==> config.mk <==
export PLATFORM = sky130hd
export DESIGN_NAME = mul8_sequencer
export DESIGN_NICKNAME = d
export VERILOG_FILES = /design/src/rtl/mul8_sequencer_pkg.sv /design/src/rtl/mul8_sequencer_mult4.sv /design/src/rtl/mul8_sequencer.sv
export SDC_FILE = /design/constraint.sdc
export NUM_CORES = 1
export LEC_CHECK = 0
export BUFFER_PORTS_ARGS = -buffer_cell sky130_fd_sc_hd__buf_4
export CORE_ASPECT_RATIO = 1.5
export CORE_MARGIN = 3
export CORE_UTILIZATION = 30
export DETAILED_ROUTE_END_ITERATION = 10
export MAX_ROUTING_LAYER = met4
export PLACE_DENSITY = 0.57
export SLEW_MARGIN = 20
export SYNTH_ARGS = -nofsm -noshare
export SYNTH_HDL_FRONTEND = slang
export SYNTH_SLANG_ARGS = --single-unit
==> constraint.sdc <==
create_clock -name clk -period 7.1 [get_ports clk]
set_clock_uncertainty 0.1 [all_clocks]
set_input_delay 2.13 -clock clk [delete_from_list [all_inputs] [get_ports clk]]
set_output_delay 2.13 -clock clk [all_outputs]
set_load 0.005 [all_outputs]
==> src/rtl/mul8_sequencer_pkg.sv <==
// ---------------------------------------------------------------------------
// mul8_sequencer_pkg
// Shared ALU constants for the sequential 8x8 multiplier:
//   - state_t      : controller state encoding (IDLE, S0..S3, DONE)
//   - SH_S0..SH_S3 : left shift applied to each nibble partial product
//   - place_partial: widens an 8-bit partial product to 16 bits and shifts it
// ---------------------------------------------------------------------------
package mul8_sequencer_pkg;

  typedef enum logic [2:0] {
    ST_IDLE = 3'd0,
    ST_S0   = 3'd1,
    ST_S1   = 3'd2,
    ST_S2   = 3'd3,
    ST_S3   = 3'd4,
    ST_DONE = 3'd5
  } state_t;

  // Nibble weights: lo*lo, hi*lo, lo*hi, hi*hi
  localparam logic [3:0] SH_S0 = 4'd0;
  localparam logic [3:0] SH_S1 = 4'd4;
  localparam logic [3:0] SH_S2 = 4'd4;
  localparam logic [3:0] SH_S3 = 4'd8;

  // Largest shifted partial product is 0xE1 << 8 = 0xE100, so 16 bits is enough.
  function automatic logic [15:0] place_partial(input logic [7:0] pp,
                                                input logic [3:0] sh);
    return {8'h00, pp} << sh;
  endfunction

endpackage

==> src/rtl/mul8_sequencer_mult4.sv <==
// ---------------------------------------------------------------------------
// four_bit_Multiplier
// Combinational unsigned 4x4 array multiplier.
// Ports:
//   x [3:0] in  : first operand
//   y [3:0] in  : second operand
//   p [7:0] out : x * y
// ---------------------------------------------------------------------------
module four_bit_Multiplier (
  input  logic [3:0] x,
  input  logic [3:0] y,
  output logic [7:0] p
);

  logic [7:0] row0;
  logic [7:0] row1;
  logic [7:0] row2;
  logic [7:0] row3;

  // One shifted copy of x per set bit of y, then summed.
  assign row0 = y[0] ? {4'b0000, x}        : 8'h00;
  assign row1 = y[1] ? {3'b000, x, 1'b0}   : 8'h00;
  assign row2 = y[2] ? {2'b00, x, 2'b00}   : 8'h00;
  assign row3 = y[3] ? {1'b0, x, 3'b000}   : 8'h00;

  assign p = row0 + row1 + row2 + row3;

endmodule

==> src/rtl/mul8_sequencer.sv <==
// ---------------------------------------------------------------------------
// mul8_sequencer
// Multi-cycle unsigned 8x8 -> 16 multiplier built around a single 4x4 array
// multiplier, time-shared over four nibble steps (S0..S3).
// Ports:
//   clk           in  : clock, rising edge
//   rst_n         in  : asynchronous active-low reset
//   start         in  : request a multiply (accepted in IDLE or DONE)
//   abort         in  : cancel an in-flight multiply (S0..S3 only)
//   a [7:0]       in  : multiplicand, captured on accepted start
//   b [7:0]       in  : multiplier, captured on accepted start
//   busy          out : high in S0..S3
//   done          out : high for the single DONE cycle
//   product [15:0]out : result register, held until the next completion
// ---------------------------------------------------------------------------
module mul8_sequencer (
  input  logic        clk,
  input  logic        rst_n,
  input  logic        start,
  input  logic        abort,
  input  logic [7:0]  a,
  input  logic [7:0]  b,
  output logic        busy,
  output logic        done,
  output logic [15:0] product
);

  import mul8_sequencer_pkg::*;

  state_t      state_q;
  state_t      state_d;
  logic [7:0]  ra;
  logic [7:0]  rb;
  logic [15:0] acc;
  logic [3:0]  mul_x;
  logic [3:0]  mul_y;
  logic [7:0]  pp;
  logic [3:0]  sh;
  logic [15:0] sum;
  logic        load_ops;
  logic        acc_en;
  logic        prod_en;

  four_bit_Multiplier u_mult4 (
    .x (mul_x),
    .y (mul_y),
    .p (pp)
  );

  // State register
  always_ff @(posedge clk or negedge rst_n) begin
    if (!rst_n) begin
      state_q <= ST_IDLE;
    end else begin
      state_q <= state_d;
    end
  end

  // Next state, nibble select and datapath enables. Abort outranks step
  // progress in S0..S3; start is only looked at in IDLE and DONE, so a start
  // arriving with abort in DONE still launches a new operation.
  always_comb begin
    state_d  = state_q;
    mul_x    = 4'h0;
    mul_y    = 4'h0;
    sh       = SH_S0;
    load_ops = 1'b0;
    acc_en   = 1'b0;
    prod_en  = 1'b0;
    case (state_q)
      ST_IDLE: begin
        if (start) begin
          state_d  = ST_S0;
          load_ops = 1'b1;
        end
      end
      ST_S0: begin
        mul_x = ra[3:0];
        mul_y = rb[3:0];
        sh    = SH_S0;
        if (abort) begin
          state_d = ST_IDLE;
        end else begin
          state_d = ST_S1;
          acc_en  = 1'b1;
        end
      end
      ST_S1: begin
        mul_x = ra[7:4];
        mul_y = rb[3:0];
        sh    = SH_S1;
        if (abort) begin
          state_d = ST_IDLE;
        end else begin
          state_d = ST_S2;
          acc_en  = 1'b1;
        end
      end
      ST_S2: begin
        mul_x = ra[3:0];
        mul_y = rb[7:4];
        sh    = SH_S2;
        if (abort) begin
          state_d = ST_IDLE;
        end else begin
          state_d = ST_S3;
          acc_en  = 1'b1;
        end
      end
      ST_S3: begin
        mul_x = ra[7:4];
        mul_y = rb[7:4];
        sh    = SH_S3;
        if (abort) begin
          state_d = ST_IDLE;
        end else begin
          state_d = ST_DONE;
          prod_en = 1'b1;
        end
      end
      ST_DONE: begin
        if (start) begin
          state_d  = ST_S0;
          load_ops = 1'b1;
        end else begin
          state_d = ST_IDLE;
        end
      end
      default: begin
        state_d = ST_IDLE;
      end
    endcase
  end

  // Running sum: the final S3 sum goes straight into product, so acc never
  // needs to hold the complete result.
  assign sum = acc + place_partial(pp, sh);

  // Operand capture, accumulation and result register
  always_ff @(posedge clk or negedge rst_n) begin
    if (!rst_n) begin
      ra      <= 8'h00;
      rb      <= 8'h00;
      acc     <= 16'h0000;
      product <= 16'h0000;
    end else begin
      if (load_ops) begin
        ra  <= a;
        rb  <= b;
        acc <= 16'h0000;
      end else if (acc_en) begin
        acc <= sum;
      end
      if (prod_en) begin
        product <= sum;
      end
    end
  end

  assign busy = (state_q == ST_S0) || (state_q == ST_S1) ||
                (state_q == ST_S2) || (state_q == ST_S3);
  assign done = (state_q == ST_DONE);

endmodule

==> out/metrics.yaml <==
status: "completed"
synthCells: 393
antenna_found_initial: 0
place_inst: 564
rrSetupSlack_ps: 950
p_total_w: 0.00157
path_depth: 21
ys.flop_type: "dfrtp_1"
async_reset_ff_share_pct: 100
tightest_slew_ps: 812
synth_area_leader_cell: "dfrtp_1"
fin_crit_ps: 6150
path_class: "reg2reg"
initial_core_util_pct: 31.1
cts_sinks: 51
rows: 48
yosys_warnings: 0
synth_cell_types: 60
die_h_um: 140
cts_buffer_depth: 2
hold_class: "reg2reg"
finalCritPeriodShare_pct: 86.7
drt_iter0_drc: 159
max_stage_delay_ps: 850
core_area_sq_mm: 0.0116
rr_endpoint: "acc[14]"
instances_no_fill: 572
dr.pass1.iters: 4
grt_max_degree: 52
syn_area_sq_mm: 0.00360
end_kind: "register"
synth.most_common_cell: "nand2_1"
cts_tree: "built"
cp-start-kind: "register"
yosys-top-cells-area: "dfrtp_1 (35%), ha_1 (8.7%), nand2_1 (5.9%)"
path_cells: "mux2_2 -> a22oi_1 -> nor2_1 -> a21oi_1 -> nor2_1 -> fa_1 -> inv_1 -> fa_1 -> inv_1 -> ha_1 -> fa_1 -> a21o_1 -> a21oi_1 -> xnor2_1 -> a22o_1 -> ha_1 -> a21oi_2 -> o21bai_1 -> a21oi_1 -> a21boi_0 -> o31ai_1"
hpwl_um: 6470
num_vias: 2912
drive_gt1_share_pct: 17.8
power.leakage_nw: 1.89
critPathBufInv: 2
p_per_area_mw_per_mm2: 382
cp_slowest_cell: "dfrtp_1"
rsz0062_at_grt: "false"
critPathTopFamily: "compound AO/OA/AOI/OAI gates"
track_usage_pct: 14.0
antenna_cells: 0
utilization_pct: 35.5
relSlewSlack_pct: 45.9
arrival_ps: 6260
wire_per_inst_um: 14.7
insertion_delay_ps: 290
syn_area_per_cell_sq_um: 9.16
critPathMaxFanout: 22
postCtsHoldBufs: 0
synth-edff-count: 0
dieWidth_um: 95.5
grt_pass1_vias: 2979
area_growth_pct: 14.4
ant_nets: 0
wirelength_um: 8430
grt_pass1_wl_um: 14400
port_buffers: 37
ys_seq_area_share_pct: 35.4
fill_cells: 1212
drc: 0
yosys-top-cells-count: "nand2_1 (57), dfrtp_1 (51), nor2_1 (36), a21oi_1 (27), ha_1 (25)"
cts_resized: 0
finalMaxSlewViolations: 0
numCtsBuffers: 5
min_path_cells: 2
r2r_cells: 21
setup_viol: 0
netlist.area_leader.share_pct: 35.4
worstHoldStart: "product[6]"
clk_pin_slew_ps: 70
maxClockFrequency_ghz: 0.162
overflow: 0
vdd_drop_max_v: 0.000182
ys_seq_elements: 51
vias_per_cell: 5.09
htreeDepth: 2
root_buffer: "clkbuf_16"
nets: 472
place_congestion: 0.935
required_ps: 7200
ios: 38
hold_viol: 0
die_area_sq_mm: 0.0134
worstReg2RegStart: "state_q[1]"
max_cap_viol_count: 0
worst_hold_path.endpoint: "product[6]"
setup_tns_ps: 0
synth_fp_nets: 444
post-cts-setup-buffers: 0
-- state kept, by name (all words and copies together), names as in the netlist --
signal,count
rb,8
state_q,3
ra,8
product,16
acc,16
-- cells by family after synthesis --
logic type      count (synthesis)  synth area share, %
compound gates                104                 18.9
xor+xnor                       21                 5.32
fa+ha+maj                      31                 12.0
buf+inv                        30                 4.17
flops                          51                 35.4
mux                            22                 6.81
simple gates                  134                 17.3
-- final cells by class --
cell class | instances | area, sq um | share of cell area [%]
multi-input cells | 312 | 2180 | 52.8
flip-flops and latches | 51 | 1280 | 31.0
repair buffers | 39 | 293 | 7.11
well taps | 150 | 188 | 4.56
clock buffers | 6 | 129 | 3.13
inverters | 12 | 45.0 | 1.09
clock inverters | 2 | 12.5 | 0.304
-- worst register-to-register path, cell delays in order (launching register included) --
cell	delay (ps)
dfrtp_1	850
mux2_2	410
a22oi_1	180
nor2_1	60
a21oi_1	250
nor2_1	120
fa_1	540
inv_1	50
fa_1	540
inv_1	40
ha_1	210
fa_1	430
a21o_1	200
a21oi_1	250
xnor2_1	140
a22o_1	210
ha_1	370
a21oi_2	300
o21bai_1	90
a21oi_1	330
a21boi_0	150
o31ai_1	230
-- through the flow --
step	setup WS [ps]	hold WS (ps)	area, sq um
CTS	974	391	4120
detailed placement	972	375	3980
global route	438	409	4120
global placement	1120	368	3980
floorplan	1670	358	3600
finish	945	380	4120
-- worst max-delay path by stage --
stage | from | to | slack (ps)
3_3_place_gp | state_q[1] | acc[14] | 1120
4_1_cts | state_q[1] | acc[14] | 970
3_5_place_dp | state_q[1] | product[14] | 970
2_1_floorplan | state_q[1] | acc[14] | 1670
6_report | state_q[1] | acc[14] | 950
5_1_grt | state_q[1] | acc[14] | 440
-- report_power, final --
group | internal, W | total [W] | switching, W
logic | 0.000367 | 0.000834 | 0.000467
registers | 0.000397 | 0.000501 | 0.000104
clock network | 0.000130 | 0.000237 | 0.000107
-- cells in the final DEF, fill, tap and decap left out, types with 15 or more instances in the layout --
master   instances
o22ai_1         15
ha_1            25
nand2_1         56
o21ai_0         17
buf_4           39
a21oi_1         27
nor2_1          36
mux2_2          16
dfrtp_1         51
-- layer usage --
layer / vias up / track usage (%) / share of wire [%]
li1: 1455 / - / -
met1: 1379 / 15.8 / 41
met2: 60 / 23.6 / 51
met3: 18 / 2.20 / 3.8
met4: 0 / 6.67 / 4.0
met5: - / - / 0
Note: power is estimated with default switching activity, not from simulation.
